`src/rtl/mips_pkg.sv`:
```
// mips_pkg: shared datapath width, PC increment and fetch-queue entry type.
package mips_pkg;
  localparam int XLEN = 32;
  localparam logic [XLEN-1:0] PC_INC = 32'd4;
  typedef struct packed {
    logic [XLEN-1:0] inst;
    logic [XLEN-1:0] pc4;
  } ifq_entry_t;
endpackage

```
`src/rtl/ifq_ram.sv`:
```
// ifq_ram: DEPTH-entry fetch-queue storage, one sync write port, one async read port, unreset array.
module ifq_ram
  import mips_pkg::*;
#(
  parameter int DEPTH = 4
) (
  input  logic                     clk,
  input  logic                     we,
  input  logic [$clog2(DEPTH)-1:0] waddr,
  input  ifq_entry_t               wdata,
  input  logic [$clog2(DEPTH)-1:0] raddr,
  output ifq_entry_t               rdata
);
  ifq_entry_t mem [DEPTH];
  always_ff @(posedge clk) if (we) mem[waddr] <= wdata;
  assign rdata = mem[raddr];
endmodule

```
`src/rtl/inst_fetch_queue.sv`:
```
// inst_fetch_queue: fetch PC plus instruction queue to decode; IFQ_BYPASS_EN adds an empty-queue same-cycle bypass.
module inst_fetch_queue
  import mips_pkg::*;
#(
  parameter int          DEPTH    = 4,
  parameter logic [31:0] RESET_PC = 32'h0000_0000
) (
  input  logic                   clk,
  input  logic                   rst,
  input  logic                   redirect_valid,
  input  logic [31:0]            redirect_pc,
  output logic [31:0]            imem_addr,
  input  logic [31:0]            imem_inst,
  input  logic                   deq_ready,
  output logic                   deq_valid,
  output logic [31:0]            deq_inst,
  output logic [31:0]            deq_pc4,
  output logic [$clog2(DEPTH):0] count
);
  localparam int AW = $clog2(DEPTH);
  logic [AW-1:0]   head, tail;
  logic [XLEN-1:0] pc, pc4;
  ifq_entry_t      rd_entry;
  logic            full, pop, push, wr;
  assign imem_addr = pc;
  assign pc4 = pc + PC_INC;
  assign full = count == (AW+1)'(DEPTH);
  assign pop = (count != '0) && deq_ready && !redirect_valid;
  assign push = !redirect_valid && (!full || pop);
`ifdef IFQ_BYPASS_EN
  logic bypass;
  assign bypass = (count == '0) && !redirect_valid;
  // a bypassed word taken by decode this cycle never enters storage
  assign wr = push && !(bypass && deq_ready);
  assign deq_valid = (count != '0) || bypass;
  assign deq_inst = bypass ? imem_inst : rd_entry.inst;
  assign deq_pc4 = bypass ? pc4 : rd_entry.pc4;
`else
  assign wr = push;
  assign deq_valid = count != '0;
  assign deq_inst = rd_entry.inst;
  assign deq_pc4 = rd_entry.pc4;
`endif
  ifq_ram #(.DEPTH(DEPTH)) u_ram (
    .clk   (clk),
    .we    (wr),
    .waddr (tail),
    .wdata ('{inst: imem_inst, pc4: pc4}),
    .raddr (head),
    .rdata (rd_entry)
  );
  always_ff @(posedge clk or posedge rst) begin
    if (rst) begin
      pc <= RESET_PC;
      count <= '0;
      head <= '0;
      tail <= '0;
    end else if (redirect_valid) begin
      pc <= redirect_pc;
      count <= '0;
      head <= '0;
      tail <= '0;
    end else begin
      if (push) pc <= pc4;
      if (pop) head <= head + 1'b1;
      if (wr) tail <= tail + 1'b1;
      count <= count + (AW+1)'(wr) - (AW+1)'(pop);
    end
  end
endmodule

```
`config.mk`:
```
export PLATFORM = sky130hd
export DESIGN_NAME = inst_fetch_queue
export DESIGN_NICKNAME = d
export VERILOG_FILES = /design/src/rtl/mips_pkg.sv /design/src/rtl/ifq_ram.sv /design/src/rtl/inst_fetch_queue.sv
export SDC_FILE = /design/constraint.sdc
export NUM_CORES = 1
export LEC_CHECK = 0
export CAP_MARGIN = 5
export CORE_MARGIN = 2
export CORE_UTILIZATION = 55
export DETAILED_ROUTE_END_ITERATION = 10
export DONT_BUFFER_PORTS = 1
export MAX_ROUTING_LAYER = met4
export PLACE_DENSITY_LB_ADDON = 0.08
export SLEW_MARGIN = 10
export SYNTH_ARGS = -nofsm -noshare
export SYNTH_HDL_FRONTEND = slang
export SYNTH_SLANG_ARGS = --single-unit
```
`constraint.sdc`:
```
create_clock -name clk -period 3.63 [get_ports clk]
set_input_delay 0.363 -clock clk [delete_from_list [all_inputs] [get_ports clk]]
set_output_delay 0.363 -clock clk [all_outputs]
set_load 0.01 [all_outputs]
```
==> out/results.md <==
| Step | Quantity | This run |
|---|---|---|
| worst setup path | Biggest fanout along the worst timing path | 16 |
| power and ir drop | Power spent charging and discharging nets | 2.368 mW |
| die | Die Wd | 151.7 µm |
| sta | Final setup violation count | 0 |
| placement | HPWL reported at the end of detailed placement | 14.73 mm |
| die | Initial Util | 55.49% |
| power and ir drop | Proportion of power drawn by combinational gates | 17.0% |
| clock network | Clock sink count | 295 |
| clock network | Number of buffers added by the clock tree synthesis step | 29 |
| grt | First-pass GRT wire length | 36.67 mm |
| routing | Post-detailed-route DRC marker count | 0 |
| sta | Worst-margin pin slew | 1.027 ns |
| grt | Global-route usage over all layers | 21.97% |
| placement | Routability Congestion | 0.8589 |
| clock network | CTS tree | built |
| routing | Met2 Routed Length | 11.83 mm |
| synth | Synthesis-stage register bit count | 295 |
| worst setup path | Slowest CP cell | sky130_fd_sc_hd__or4_1 |
| power and ir drop | Total power density per cell area | 655.2 nW/µm² |
| routing | Number of DRC markers after the initial detailed-route iteration | 492 |
| routing | Antenna-violating nets left | 0 |
| worst setup path | WS Path Type | reg2reg |
| routing | Routed wire length per instance | 23.80 µm |
| power and ir drop | Power share of the sequential group | 48.9% |
| run status | Run status | finished, final reports clean |
| synth | Syn nets | 740 |
| finish | Most common cell after layout, fill and taps aside | sky130_fd_sc_hd__edfxtp_1 |
| synth | Most common flop cell mapped by yosys | sky130_fd_sc_hd__edfxtp_1 |
| routing | Wire length on met3 | 2.098 mm |
| sta | Setup Skew | 0.01417 ns |
| flow run | Maximum Capacitance Violations | 0 |
| sta | Period minus WS final | 2.702 ns |
| power and ir drop | Clock group share of total power | 34.1% |
| sta | Count of final max-slew check failures | 0 |
| placement | Number of port buffers | 0 |
| worst setup path | Worst path cell trace | nand3_1 -> or4_1 -> nor3_1 -> xor2_1 |
| synth | Yosys synthesis warning count | 0 |
| clock network | Clock transition at path regs | 0.06 ns |
| die | Site row count | 54 |
| routing | Met1 layer wirelength in the final routing | 10.09 mm |
| sta | Hold Violations, Final | 0 |
| routing | Uppermost layer routed | met4 |
| worst hold path | Worst hold path type | in2reg |
| synth | Register area share after synthesis | 72.22% |
| finish | Number of nets at the end of the flow | 797 |
| die | Number of top-level pins | 168 |
| finish | Final non-filler cell area | 13830 µm² |
| synth | Async set or reset register ratio after synthesis | 13.22% |
| routing | Vias per std cell | 6.066 |
| clock network | Latest clock arrival within the worst-skew pair | 0.54 ns |
| worst setup path | CP Capture Type | flop |
| sta | Final worst-path setup slack | 0.9280 ns |
| worst setup path | Arrival time worst endpoint | 3.02 ns |
| finish | Commonest cells after routing, fill and taps aside | sky130_fd_sc_hd__edfxtp_1, sky130_fd_sc_hd__mux4_2, sky130_fd_sc_hd__dlygate4sd3_1, sky130_fd_sc_hd__nor2_1, sky130_fd_sc_hd__dfrtp_1 |
| routing | WL final | 24.35 mm |
| sta | Setup TNS | 0 ns |
| worst setup path | Required arrival time at the worst endpoint | 3.95 ns |
| sta | Upper clock frequency limit | 370.1 MHz |
| clock network | H-tree levels | 1 |
| finish | Fraction of layout cells with a size suffix above 1 | 18.30% |
| grt | Initial antenna violation count | 0 |
| placement | Placed cell area | 12230 µm² |
| worst setup path | Biggest cell delay along the critical path | 0.91 ns |
| clock network | Maximum root-to-sink buffer count | 3 |
| power and ir drop | Total internal power | 6.697 mW |
| sta | Period Utilization, post-route | 74.44% |
| power and ir drop | Static leakage | 4.493 nW |
| grt | Pin count of the biggest net entering global routing | 66 |
| power and ir drop | Peak supply drop | 441.2 µV |
| grt | Via count of the first global-routing pass | 6432 |
| finish | Area added between synthesis and finish | 15.32% |
| die | Die boundary height | 151.7 µm |
| die | Placeable core area | 21620 µm² |
| synth | Post-synth cell types | 46 |
| sta | Final worst hold slack | 0.02412 ns |
| synth | Post-synth design cell area | 12000 µm² |
| clock network | Clock Tree Root | sky130_fd_sc_hd__clkbuf_16 |
| finish | Antenna fix cells | 0 |
| power and ir drop | Switching Share | 26.12% |
| worst setup path | Kind of start point of the critical path | flop |
| grt | Overflow left after global routing | 0 |
| placement | Worst slack after detailed placement | 0.9495 ns |
| synth | Mean post-synth cell area | 18.07 µm² |
| synth | Number of synthesized flops with an enable pin | 256 |
| routing | Routed via count | 6206 |
| synth | Number of instances in the synthesized netlist | 664 |
| die | Area enclosed by the die boundary | 23010 µm² |
| sta | RSZ-0062 raised after global routing | no |
| routing | DR pass1 iterations | 5 |
| sta | Slew margin rel. | 31.53% |
[state kept, by name (all words and copies together), names as in the netlist]
name       cells
count          3
imem_addr     32
tail           2
u_ram.mem    256
head           2
[cell type report]
class	count	area, µm²
clock buffers	35	788.3
clock inverters	18	215.2
fillers	1526	7786
inverters	11	41.29
multi-input cells	319	3110
flip-flops and latches	295	8671
well taps	280	350.3
repair buffers	65	658.1
[stage by stage]
stage,util [%],total power [mW],std cells
6_report,63.99,9.065,1023
5_1_grt,63.99,9.456,1023
4_1_cts,63.99,9.189,1023
3_5_place_dp,56.57,6.025,911
3_3_place_gp,56.57,5.983,911
2_1_floorplan,-,5.587,664
[timing repair]
action | CTS | global route
resized for setup | 0 | 0
endpoints found under the hold margin | 199 | 0
hold buffers | 59 | 0
setup buffers | 0 | 0
[worst max-delay path, delay by kind of cell (launching register included)]
family,cells,cell delay (ns)
xor gates and xnor gates,1,0.31
DFF,1,0.51
and+or+nand+nor,3,1.66
[per-layer routing]
layer / GRT usage, % / vias up
li1: - / 2758
met1: 29.96 / 3184
met2: 34.39 / 238
met3: 5.180 / 26
met4: 4.907 / 0
met5: - / -
[worst paths after layout]
kind	start	end	slack, ns	cells past startpoint
max	imem_addr[4]$_DFFE_PP0N_	u_ram.mem[2][24]$_DFFE_PP_	0.93	4
max in group asynchronous	rst	head[1]$_DFFE_PP0P_	2.79	3
min reg2reg	tail[1]$_DFFE_PP0N_	tail[1]$_DFFE_PP0N_	0.57	2
min	redirect_pc[18]	imem_addr[18]$_DFFE_PP0N_	0.02	2
min in group asynchronous	rst	tail[1]$_DFFE_PP0N_	0.41	3
max reg2reg	imem_addr[4]$_DFFE_PP0N_	u_ram.mem[2][24]$_DFFE_PP_	0.93	4
[cell usage after synthesis (all sizes together) (12+ instances only)]
| library cell | n | area share (%) |
|---|---|---|
| xnor2 | 25 | 1.8 |
| a31oi | 17 | 0.89 |
| nor2 | 37 | 1.2 |
| clkbuf | 25 | 1.1 |
| or4 | 16 | 1.0 |
| nand4 | 14 | 0.91 |
| o21ai | 18 | 0.75 |
| xor2 | 17 | 1.2 |
| nor3 | 12 | 0.50 |
| mux4 | 64 | 12 |
| buf | 14 | 0.62 |
| nand2 | 33 | 1.0 |
| dfrtp | 39 | 8.1 |
| edfxtp | 256 | 64 |
[power by group through the flow]
stage               clock network [mW]  registers, mW  logic [mW]
finish                            3.09           4.43        1.54
CTS                               3.16           4.44        1.59
detailed placement                   0           4.51        1.51
global route                      3.29           4.48        1.69
global placement                     0           4.49        1.50
floorplan                            0           4.33        1.25
[cells by family after synthesis]
kind of cell,after synthesis,synth area share [%]
buffers and inverters,50,2.096
xor gates and xnor gates,42,3.066
AOI/OAI and AO/OA,48,2.451
and+or+nand+nor,153,6.904
muxes,68,12.37
DFF,295,72.22
adders and majority gates,8,0.8969
(Power assumes the default switching activity.)
==> patch (same flow settings) <==
The option `IFQ_BYPASS_EN` is turned on by a define.
--- a/src/rtl/inst_fetch_queue.sv
+++ b/src/rtl/inst_fetch_queue.sv
@@ -1,4 +1,6 @@
 // inst_fetch_queue: fetch PC plus instruction queue to decode; IFQ_BYPASS_EN adds an empty-queue same-cycle bypass.
+`define IFQ_BYPASS_EN
+
 module inst_fetch_queue
   import mips_pkg::*;
 #(
Function: changed (Yosys sat finds a counterexample within 4 cycles, from zero or initial values and one cycle with rst high).
==> patch against the original RTL <==
Maximum frequency shrank 22%; sequential cell count is the same; wire length grew 25%; clock skew shrank 3.9 ps; power grew 17%; sequential power grew 2%; design area grew 9.8%; setup slack lost 760 ps; first-iteration DRC count grew 35%; area after synthesis grew 9.6%; non-clock buffer count grew 17; critical path type is now reg2out.
==> patch: results (changes against the original RTL) <==
drive_gt1_share_pct: 16.9  # -1.4 points
slowest_delay_ps: 750  # -160 ps
syn-num-nets: 976  # +32%
ys_types: 54  # +17%
nClkBuffers: 43  # +23%
peakVddDrop_v: 0.000690  # +56%
instances_no_fill: 1293  # +26%
dp_worst_setup_slack_ps: 794  # -156 ps
synth.top_cells.by_count: "edfxtp_1 (256), nand2_1 (161), mux4_2 (64), nor2_1 (45), dfrtp_1 (39)"
synth_compound_area_share_pct: 3.86  # +1.4 points
grt_pass1_wl_um: 45900  # +25%
status: "finished clean"
final_nets: 1024  # +28%
synth.cell_area_um2: 13200  # +9.6%
met2_length_um: 14900  # +26%
wl_met1_um: 12700  # +26%
netlist_instances: 900  # +36%
synth_mux_area_share_pct: 12.4  # +0.026 points
synthXorXnorAreaFrac_pct: 3.00  # -0.070 points
grtUsageTotal_pct: 25.2  # +3.2 points
worst_pin_slew_ps: 882  # -145 ps
nFlopsAndLatches: 295  # unchanged
slowest_stage: "or3_1"
regArea_um2: 8670  # about the same
multi_input_comb_area_um2: 4170  # +34%
antenna_found_initial: 1  # +1
hpwl_um: 19100  # +30%
ys_seq_area_share_pct: 65.9  # -6.3 points
worstPathArrival_ps: 3100  # +80 ps
clkCellAreaFrac_pct: 7.06  # -0.20 points
post_drt_wl_per_cell_um: 23.6  # -0.76%
gp_congestion: 0.933  # +8.6%
buf_share_pct: 5.48  # +0.73 points
grt_pass1_vias: 7937  # +23%
timing_worst_setup_path_type: "reg2out"
ctsHoldBuffers: 63  # +6.8%
patch: worst paths after layout:
path | startpoint | slack (ps) | cells after the start | end
min | redirect_pc[30] | 30 | 3 | imem_addr[30]
max | imem_addr[2] | 170 | 4 | deq_pc4[27]
max in group asynchronous | rst | 2830 | 3 | head[0]
min in group asynchronous | rst | 390 | 3 | imem_addr[0]
min reg2reg | tail[1] | 600 | 2 | tail[1]
max reg2reg | imem_addr[2] | 910 | 4 | u_ram.mem[2][27]
patch: layer usage:
layer	global-route usage, %	vias to the layer above
met5	-	-
met4	5.75	0
met3	5.58	46
met2	40.3	333
met1	33.6	3937
li1	-	3543
patch: worst reg2reg max path, cell delays in order (launching register included):
cell and delay [ps]:
dfrtp_1 540, nand3_1 380, or3_1 760, nor4_1 550, xnor2_1 200
patch: power breakdown:
group | internal [uW] | switching, uW | total (uW)
registers | 4190 | 329 | 4520
logic | 1150 | 1690 | 2840
clock network | 2010 | 1270 | 3280
total | 7360 | 3290 | 10600
